## src/rtl/data_sync_capture_pkg.sv

```systemverilog
`default_nettype none
// ============================================================================
// Module      : data_sync_capture_pkg
// Description : Shared CDC constants and state type for data_sync_capture.
// Revision    : 1.0 - initial release
// ============================================================================
package data_sync_capture_pkg;

    localparam int EDGE_RISE         = 0;
    localparam int EDGE_TOGGLE       = 1;
    localparam int DEFAULT_BUS_WIDTH = 8;

    typedef enum logic [0:0] {
        ST_IDLE = 1'b0,
        ST_HOLD = 1'b1
    } cap_state_t;

endpackage : data_sync_capture_pkg
`default_nettype wire

```

## src/rtl/data_sync_capture_sync_edge_detect.sv

```systemverilog
`default_nettype none
// ============================================================================
// Module      : sync_edge_detect
// Description : Qualifying-edge detector on a synchronized enable, with a
//               priming cycle after reset so a high enable is not an edge.
// Revision    : 1.0 - initial release
// ============================================================================
module sync_edge_detect
    import data_sync_capture_pkg::*;
#(
    parameter int EDGE_MODE = EDGE_RISE
) (
    input  logic clk,
    input  logic RST,
    input  logic i_en,
    output logic o_edge
);

    logic r_en_prev;
    logic r_primed;
    logic w_raw_edge;

    always_ff @(posedge clk) begin
        if (RST) begin
            r_en_prev <= 1'b0;
            r_primed  <= 1'b0;
        end else begin
            r_en_prev <= i_en;
            r_primed  <= 1'b1;
        end
    end

    generate
        if (EDGE_MODE == EDGE_TOGGLE) begin : g_toggle
            assign w_raw_edge = i_en ^ r_en_prev;
        end else begin : g_rise
            assign w_raw_edge = i_en & ~r_en_prev;
        end
    endgenerate

    // Until the first post-reset sample is taken, en_prev is meaningless.
    assign o_edge = r_primed & w_raw_edge;

endmodule : sync_edge_detect
`default_nettype wire

```

## src/rtl/data_sync_capture.sv

```systemverilog
`default_nettype none
// ============================================================================
// Module      : data_sync_capture
// Description : Captures a quasi-static bus on a synchronized enable edge and
//               presents it with a strobe, valid/ready hold and overrun flag.
// Revision    : 1.0 - initial release
// ============================================================================
module data_sync_capture
    import data_sync_capture_pkg::*;
#(
    parameter int BUS_WIDTH = DEFAULT_BUS_WIDTH,
    parameter int EDGE_MODE = EDGE_RISE
) (
    input  logic                 clk,
    input  logic                 RST,
    input  logic                 SYNC_EN,
    input  logic [BUS_WIDTH-1:0] UNSYNC_BUS,
    input  logic                 OUT_READY,
    input  logic                 OVERRUN_CLR,
    output logic [BUS_WIDTH-1:0] SYNC_BUS,
    output logic                 ENABLE_PULSE,
    output logic                 OUT_VALID,
    output logic                 OVERRUN
);

    cap_state_t           r_state;
    cap_state_t           w_next_state;
    logic [BUS_WIDTH-1:0] r_sync_bus;
    logic                 r_pulse;
    logic                 r_overrun;
    logic                 w_edge;
    logic                 w_capture;
    logic                 w_ovr_set;

    sync_edge_detect #(
        .EDGE_MODE (EDGE_MODE)
    ) u_edge (
        .clk    (clk),
        .RST    (RST),
        .i_en   (SYNC_EN),
        .o_edge (w_edge)
    );

    always_comb begin
        w_next_state = r_state;
        w_capture    = 1'b0;
        w_ovr_set    = 1'b0;
        case (r_state)
            ST_IDLE: begin
                if (w_edge) begin
                    w_capture    = 1'b1;
                    w_next_state = ST_HOLD;
                end
            end
            ST_HOLD: begin
                if (OUT_READY) begin
                    // Consumer frees the slot this cycle, so a coincident edge reloads it.
                    w_capture    = w_edge;
                    w_next_state = w_edge ? ST_HOLD : ST_IDLE;
                end else if (w_edge) begin
                    w_ovr_set = 1'b1;
                end
            end
            default: w_next_state = ST_IDLE;
        endcase
    end

    always_ff @(posedge clk) begin
        if (RST) begin
            r_state    <= ST_IDLE;
            r_sync_bus <= '0;
            r_pulse    <= 1'b0;
            r_overrun  <= 1'b0;
        end else begin
            r_state <= w_next_state;
            r_pulse <= w_capture;
            if (w_capture) begin
                r_sync_bus <= UNSYNC_BUS;
            end
            if (w_ovr_set) begin
                r_overrun <= 1'b1;
            end else if (OVERRUN_CLR) begin
                r_overrun <= 1'b0;
            end
        end
    end

    assign SYNC_BUS     = r_sync_bus;
    assign ENABLE_PULSE = r_pulse;
    assign OUT_VALID    = (r_state == ST_HOLD);
    assign OVERRUN      = r_overrun;

endmodule : data_sync_capture
`default_nettype wire

```

## config.mk

```make
export PLATFORM = sky130hd
export DESIGN_NAME = data_sync_capture
export DESIGN_NICKNAME = d
export VERILOG_FILES = /design/src/rtl/data_sync_capture_pkg.sv /design/src/rtl/data_sync_capture_sync_edge_detect.sv /design/src/rtl/data_sync_capture.sv
export SDC_FILE = /design/constraint.sdc
export NUM_CORES = 1
export LEC_CHECK = 0
export BUFFER_PORTS_ARGS = -buffer_cell sky130_fd_sc_hd__buf_2
export CAP_MARGIN = 20
export CORE_AREA = 2 2 39 41
export CTS_CLUSTER_SIZE = 8
export DETAILED_ROUTE_END_ITERATION = 10
export DIE_AREA = 0 0 41 43
export PLACE_DENSITY_LB_ADDON = 0.08
export RECOVER_POWER = 50
export SETUP_SLACK_MARGIN = 0.02
export SLEW_MARGIN = 25
export SYNTH_ARGS = -nofsm -noshare
export SYNTH_HDL_FRONTEND = slang
export SYNTH_SLANG_ARGS = --single-unit
```

## constraint.sdc

```tcl
create_clock -name clk -period 2.4 [get_ports clk]
set_input_delay 0.6 -clock clk [delete_from_list [all_inputs] [get_ports clk]]
set_output_delay 0.6 -clock clk [all_outputs]
set_load 0.05 [all_outputs]
```

==> results.json, run 1 <==
{
  "dr.pass1.iters": 3,
  "ant_nets": 0,
  "path_clk_slew_ps": 80,
  "wl_um": 912,
  "root_buffer": "clkbuf_4",
  "setup.worst_path.end_class": "flip-flop",
  "synth_area_um2": 500,
  "rr_worst_depth": 3,
  "power.leakage_nw": 0.297,
  "netlist_top_cells_area": "dfxtp_1 (52%), mux2i_1 (16%), nand2_1 (12%), nand3b_4 (4.0%), nor2_8 (4.0%)",
  "die-area_um2": 1760,
  "hold_end": "SYNC_BUS[1]$_SDFFE_PP0P_",
  "fin_cells": 91,
  "path_class": "in2reg",
  "status": "finished clean",
  "dp.cells": 87,
  "post_cts_buffers": 0,
  "start_util": 0.362,
  "tightest_slew_ps": 817,
  "place_congestion": 0.590,
  "rsz0062_at_grt": "no",
  "critPathArrivalTime_ps": 1800,
  "path_max_fanout": 8,
  "grt_max_degree": 19,
  "min-delay-start": "SYNC_BUS[1]$_SDFFE_PP0P_",
  "netSwitchingFraction": 0.281,
  "synthesis.nets": 62,
  "drive_gt1_frac": 0.333,
  "ys_seq_area_frac": 0.520,
  "die_height_um": 43,
  "yosys.area.top_type_share": 0.520,
  "p_switching_mw": 0.122,
  "syn_inst": 49,
  "ys_warn_count": 0,
  "io_pins": 24,
  "yosysUniqueCellTypes": 15,
  "reg2reg_slack_ps": 880,
  "vias": 407,
  "hold_path.class": "reg2reg",
  "crit_required_ps": 2610,
  "antenna_found_initial": 0,
  "area_delta_synth_final_pct": 24.5,
  "track_usage": 0.122,
  "pwr_density_cell_nw_per_um2": 695,
  "maxCapViolCount": 0,
  "seq_power_share": 0.529,
  "htree_levels": 1,
  "timing.rr.start": "u_edge.r_en_prev$_SDFF_PP0_",
  "synth.largest_area_cell": "dfxtp_1",
  "fin_crit_ps": 1590,
  "timing.final.crit_share": 0.664,
  "finalSetupTns_ps": 0,
  "cts_made_buffers": 3,
  "post_cts_resized": 0,
  "placementRows": 14,
  "relSlewSlack": 0.453,
  "p_clk_frac": 0.313,
  "synth_seq_cells": 13,
  "r2r-end": "SYNC_BUS[5]$_SDFFE_PP0P_",
  "p_int_mw": 0.311,
  "insertion_delay_ps": 270,
  "avgSynthCellArea_um2": 10.2,
  "clock.fmax_mhz": 628,
  "drtIter0Drc": 4,
  "hold_depth": 2,
  "num_antenna_cells": 0,
  "critPathLaunchType": "primary input",
  "hold_viol": 0,
  "final_nets": 89,
  "post_drt_wl_per_cell_um": 10.0,
  "drv_slew": 0,
  "clk_path_buf_depth": 2,
  "finalSetupViolCount": 0,
  "fin_skew_ps": 1.06,
  "die_w_um": 41,
  "drcViolationCount": 0,
  "cts_hold_buf": 0,
  "routed_via_density": 4.47,
  "grt_overflow": 0,
  "first_global_vias": 326,
  "grt_pass1_wl_mm": 1.34,
  "core_area_um2": 1380,
  "power_frac_comb": 0.157,
  "cts.sinks": 13,
  "ir_drop_mv": 0.454,
  "port_buffers": 23,
  "tritoncts": "done"
}
-- cell families after synthesis --
group,synth area share
DFF,0.520
AOI/OAI and AO/OA,0.0225
and+or+nand+nor,0.268
buffers and inverters,0.0300
muxes,0.160
-- metrics by stage --
stage / power (mW) / setup WS [ps] / hold slack [ps] / util / instance area, um2
2_1_floorplan: 0.288 / 1180 / 519 / - / 500
3_3_place_gp: 0.309 / 1040 / 446 / 0.454 / 628
3_5_place_dp: 0.309 / 1040 / 445 / 0.454 / 628
4_1_cts: 0.447 / 890 / 462 / 0.473 / 654
5_1_grt: 0.457 / 733 / 484 / 0.450 / 623
6_report: 0.433 / 807 / 460 / 0.450 / 623
-- sequential cells by signal (all words and copies together) (netlist names) --
name              cells
u_edge.r_en_prev      1
OUT_VALID             1
ENABLE_PULSE          1
u_edge.r_primed       1
OVERRUN               1
SYNC_BUS              8
-- final cells by class --
type / count / area, um2
repair buffers: 23 / 113
well taps: 16 / 20.0
clock buffers: 4 / 26.3
fillers: 148 / 761
flip-flops and latches: 13 / 260
inverters: 2 / 7.51
multi-input cells: 33 / 196
-- layer usage --
| metal | share of wire | global-route usage | vias up | wire length [um] |
|---|---|---|---|---|
| met3 | 0.091 | 0.0942 | 2 | 83 |
| met1 | 0.46 | 0.151 | 177 | 417 |
| met5 | 0 | 0 | - | 0 |
| li1 | - | - | 210 | - |
| met4 | 0.012 | 0.0600 | 0 | 11 |
| met2 | 0.44 | 0.150 | 18 | 399 |
-- power groups by stage --
stage	sequential (mW)	combinational (mW)	clock, mW
after floorplan	0.262	0.0255	0
after global placement	0.235	0.0739	0
after detailed placement	0.235	0.0741	0
after CTS	0.230	0.0742	0.143
after global routing	0.230	0.0734	0.154
final	0.229	0.0681	0.136
-- worst max path at each step --
stage	cells after the start	endpoint	start	slack [ps]
after detailed placement	4	SYNC_BUS[2]$_SDFFE_PP0P_	SYNC_EN	1040
after global placement	4	SYNC_BUS[0]$_SDFFE_PP0P_	SYNC_EN	1040
final	4	SYNC_BUS[5]$_SDFFE_PP0P_	SYNC_EN	810
after CTS	1	OUT_VALID	OUT_VALID$_SDFF_PP0_	890
after global routing	4	SYNC_BUS[7]$_SDFFE_PP0P_	SYNC_EN	730
after floorplan	0	OUT_VALID	OUT_VALID$_SDFF_PP0_	1180
-- layout by cell type, fill, tap and decap left out --
master / n
a21oi_1: 1
and2_1: 1
and2b_4: 1
buf_2: 21
clkbuf_1: 3
clkbuf_4: 3
dfxtp_1: 13
inv_1: 2
mux2i_1: 8
nand2_1: 16
nand2b_1: 1
nand3b_1: 1
nor2_1: 1
nor2b_1: 1
nor3_1: 1
o22ai_1: 1
-- worst max-delay path, cell delays in order --
cell and delay [ps]:
clkbuf_1 100, nand3b_1 160, nor2_1 670, mux2i_1 260
-- Yosys cell counts --
cell type / count
mux2i_1: 8
inv_1: 1
o22ai_1: 1
dfxtp_1: 13
a21oi_1: 1
and2_1: 1
nand2b_1: 1
nor2b_1: 1
inv_2: 1
nand2_1: 16
nand3b_4: 1
nor2_8: 1
and2b_4: 1
buf_4: 1
nor3_1: 1
No activity file was read; power rests on OpenSTA's default activity.
==> run 2, diff against run 1 <==
==> constraint.sdc (replaced) <==
create_clock -name clk -period 1.6 [get_ports clk]
set_input_delay 0.4 -clock clk [delete_from_list [all_inputs] [get_ports clk]]
set_output_delay 0.4 -clock clk [all_outputs]
set_load 0.05 [all_outputs]
==> results.json, run 2 (synthesized netlist as in run 1, its figures left out) <==
{
  "status": "finished clean",
  "crit_required_ps": 1810,
  "setup.worst_path.end_class": "flip-flop",
  "final_nets": 89,
  "port_buffers": 23,
  "crit_buf_inv": 0,
  "area_delta_synth_final_pct": 25.2,
  "htree_levels": 1,
  "critPathLaunchType": "flip-flop",
  "insertion_delay_ps": 270,
  "path_class": "reg2reg",
  "cp_top_family": "simple AND/OR/NAND/NOR gates",
  "hold_viol": 0,
  "largest_register_ffs": 8,
  "grt_pass1_wl_mm": 1.34,
  "maxCapViolCount": 0,
  "drcViolationCount": 0,
  "pwr_density_cell_nw_per_um2": 1040,
  "path_clk_slew_ps": 80,
  "routed-wl-met2_um": 400,
  "post_drt_wl_per_cell_um": 9.92,
  "drtIter0Drc": 4,
  "grt_overflow": 0,
  "tritoncts": "done",
  "power.leakage_nw": 0.299,
  "dr.pass1.iters": 3,
  "relSlewSlack": 0.661,
  "drv_slew": 0,
  "first_global_vias": 326,
  "ant_nets": 0,
  "critPathArrivalTime_ps": 1520,
  "io_pins": 24,
  "path_cells": "nand3b_1 > nor2_2 > mux2i_1",
  "die_height_um": 43,
  "hold_path.class": "in2reg",
  "cts_made_buffers": 3,
  "antenna_found_initial": 0,
  "finalSetupTns_ps": 0,
  "die_w_um": 41,
  "fin_area_um2": 627,
  "track_usage": 0.122,
  "grt_max_degree": 19,
  "post_cts_resized": 0,
  "num_antenna_cells": 0,
  "start_util": 0.362,
  "placementRows": 14,
  "timing.final.crit_share": 0.820,
  "cts.sinks": 13,
  "drive_gt1_frac": 0.360,
  "fin_crit_ps": 1310,
  "routed_via_density": 4.46,
  "root_buffer": "clkbuf_4",
  "core_area_um2": 1380,
  "whs_ps": 318,
  "final_cell_mix": "buf_2 (22), nand2_1 (16), dfxtp_1 (13), mux2i_1 (8), clkbuf_4 (3)",
  "die-area_um2": 1760,
  "fin_skew_ps": 1.06,
  "place_area_um2": 628,
  "vias": 406,
  "cts_hold_buf": 0,
  "tightest_slew_ps": 507,
  "drt-met1-wl_um": 408,
  "top_layer": "met4",
  "fin_util": 0.453,
  "clock.fmax_mhz": 763,
  "clk_path_buf_depth": 2,
  "wl_um": 903,
  "place_congestion": 0.590,
  "finalSetupViolCount": 0,
  "crit_path_max_incr_delay_ps": 470,
  "ir_drop_mv": 0.682,
  "path_max_fanout": 8,
  "post_cts_buffers": 0,
  "rsz0062_at_grt": "no",
  "route.met3.wl_um": 83,
  "final_common_cell": "buf_2",
  "cp_slowest_cell": "nor2_2"
}
==> run 2: cell count changes in the layout (fill, tap and decap cells not counted) <==
cell and delta:
buf_2 +1, clkbuf_1 -1, nor2_1 -1, nor2_2 +1
==> run 2: cell type report <==
class	count	area, um2
clock buffer	4	26.3
fill	147	757
inverter	2	7.51
multi-input combinational	33	199
sequential	13	260
tap	16	20.0
timing repair buffer	23	114
==> run 2: path summary, 6_finish.rpt <==
check | slack [ps] | depth (start not counted) | end | start
max reg2reg | 290 | 3 | SYNC_BUS[5]$_SDFFE_PP0P_ | u_edge.r_en_prev$_SDFF_PP0_
min | 320 | 2 | OUT_VALID$_SDFF_PP0_ | RST
max | 290 | 3 | SYNC_BUS[5]$_SDFFE_PP0P_ | u_edge.r_en_prev$_SDFF_PP0_
min reg2reg | 460 | 2 | SYNC_BUS[1]$_SDFFE_PP0P_ | SYNC_BUS[1]$_SDFFE_PP0P_
==> run 2: stage by stage <==
step           setup slack [ps]  power [mW]  std cells
5_1_grt                     212       0.687         91
4_1_cts                     290       0.671         91
6_report                    289       0.650         91
3_3_place_gp                443       0.463         87
2_1_floorplan               413       0.432         49
3_5_place_dp                437       0.463         87
==> run 2: power by group <==
| part | internal, mW | switching [mW] | total (mW) |
|---|---|---|---|
| sequential | 0.338 | 0.00593 | 0.344 |
| combinational | 0.0329 | 0.0700 | 0.103 |
| clock | 0.0967 | 0.107 | 0.204 |
==> run 2: layer usage <==
metal	vias to the layer above	GRT usage
met4	0	0.0600
met3	2	0.0942
met2	18	0.150
met5	-	0
li1	210	-
met1	176	0.151
==> run 2: worst register-to-register path, stage by stage, from the launching register on <==
cell and delay [ps]:
dfxtp_1 300, nand3b_1 230, nor2_2 470, mux2i_1 250
==> run 3, diff against run 2 <==
--- a/config.mk
+++ b/config.mk
@@ -7,10 +7,10 @@
 export LEC_CHECK = 0
 export BUFFER_PORTS_ARGS = -buffer_cell sky130_fd_sc_hd__buf_2
 export CAP_MARGIN = 20
-export CORE_AREA = 2 2 39 41
+export CORE_MARGIN = 1.5
+export CORE_UTILIZATION = 38
 export CTS_CLUSTER_SIZE = 8
 export DETAILED_ROUTE_END_ITERATION = 10
-export DIE_AREA = 0 0 41 43
 export PLACE_DENSITY_LB_ADDON = 0.08
 export RECOVER_POWER = 50
 export SETUP_SLACK_MARGIN = 0.02
==> constraint.sdc (replaced) <==
create_clock -name clk -period 1.1 [get_ports clk]
set_input_delay 0.275 -clock clk [delete_from_list [all_inputs] [get_ports clk]]
set_output_delay 0.275 -clock clk [all_outputs]
set_load 0.05 [all_outputs]
==> results.json, run 3 (synthesized netlist as in run 1, its figures left out) <==
{
  "relSlewSlack": 0.682,
  "tritoncts": "done",
  "drtIter0Drc": 3,
  "crit_required_ps": 820,
  "crit_path_max_incr_delay_ps": 360,
  "area_delta_synth_final_pct": 48.0,
  "seqCellArea_um2": 274,
  "fin_skew_ps": 2.24,
  "root_buffer": "clkbuf_4",
  "largest_register_ffs": 8,
  "cts.sinks": 13,
  "path_cells": "buf_8",
  "total_power_mw": 0.977,
  "routed_via_density": 4.46,
  "post-place-ws_ps": 73.5,
  "grt_max_degree": 19,
  "vias": 397,
  "critPathLaunchType": "flip-flop",
  "path_clk_slew_ps": 80,
  "first_global_vias": 291,
  "place_congestion": 0.613,
  "ant_nets": 0,
  "grt_pass1_wl_mm": 1.21,
  "multiInputGateArea_um2": 225,
  "power.leakage_nw": 0.332,
  "tightest_slew_ps": 476,
  "maxCapViolCount": 0,
  "dr.pass1.iters": 4,
  "timing.final.crit_share": 0.954,
  "track_usage": 0.125,
  "status": "finished clean",
  "io_pins": 24,
  "crit_buf_inv": 1,
  "pwr_density_cell_nw_per_um2": 1320,
  "port_buffers": 23,
  "setup.worst_path.end_class": "output port",
  "core_area_um2": 1170,
  "insertion_delay_ps": 270,
  "placementRows": 12,
  "final_common_cell": "nand2_1",
  "finalSetupTns_ps": 0,
  "setup_ws_ps": 50.5,
  "cp_slowest_cell": "dfxtp_2",
  "drv_slew": 0,
  "drcViolationCount": 0,
  "path_class": "reg2out",
  "hold_viol": 0,
  "start_util": 0.427,
  "dp_hpwl_um": 604,
  "cts_hold_buf": 0,
  "final_cell_mix": "nand2_1 (16), dfxtp_2 (11), buf_2 (11), buf_6 (9), mux2i_1 (8)",
  "rsz0062_at_grt": "yes",
  "grt_overflow": 0,
  "path_max_fanout": 3,
  "die_height_um": 39.3,
  "clock.fmax_mhz": 953,
  "fin_crit_ps": 1050,
  "wl_um": 867,
  "ir_drop_mv": 0.848,
  "clk_path_buf_depth": 2,
  "htree_levels": 1,
  "final_nets": 89,
  "die_w_um": 39.3,
  "fill_cells": 105,
  "post_drt_wl_per_cell_um": 9.74,
  "die-area_um2": 1540,
  "critPathArrivalTime_ps": 770,
  "finalSetupViolCount": 0,
  "cts_made_buffers": 3,
  "hold_path.class": "in2reg",
  "num_antenna_cells": 0,
  "antenna_found_initial": 0,
  "cp_top_family": "flip-flops",
  "drive_gt1_frac": 0.520
}
==> run 3: metrics by stage <==
stage	hold slack [ps]	utilization	instances	instance area, um2
6_report	196	0.632	89	741
3_3_place_gp	445	0.535	85	627
5_1_grt	187	0.632	89	741
4_1_cts	200	0.611	89	716
3_5_place_dp	448	0.535	85	627
2_1_floorplan	337	-	49	502
==> run 3: metal layers <==
layer | track usage | routed length, um | vias to the layer above
met5 | 0 | 0 | -
met4 | 0 | 0 | 0
met3 | 0.102 | 84 | 0
met2 | 0.179 | 402 | 18
met1 | 0.154 | 380 | 167
li1 | - | - | 212
==> run 3: worst paths after layout <==
path                                                   from                       end  slack (ps)  cells past startpoint
worst max-delay path                   OUT_VALID$_SDFF_PP0_                 OUT_VALID          50                      1
worst min-delay path                                    RST      OUT_VALID$_SDFF_PP0_         200                      2
worst max register to register  u_edge.r_en_prev$_SDFF_PP0_  SYNC_BUS[7]$_SDFFE_PP0P_          90                      3
worst min register to register     SYNC_BUS[0]$_SDFFE_PP0P_  SYNC_BUS[0]$_SDFFE_PP0P_         470                      2
==> run 3: area by class of cell <==
class / count / share of cell area
sequential: 13 / 0.370
multi-input combinational: 33 / 0.304
timing repair buffer: 23 / 0.257
clock buffer: 4 / 0.0355
tap: 14 / 0.0236
inverter: 2 / 0.0101
==> run 3: what timing repair did <==
action | CTS | global route
buffers inserted | 0 | 0
setup endpoints to repair | 11 | 10
gates resized for setup | 21 | 13
==> run 3: power by group <==
part	switching [mW]	total, mW	internal, mW
logic	0.106	0.181	0.0750
registers	0.0135	0.508	0.495
clock network	0.147	0.288	0.140
total	0.267	0.977	0.710
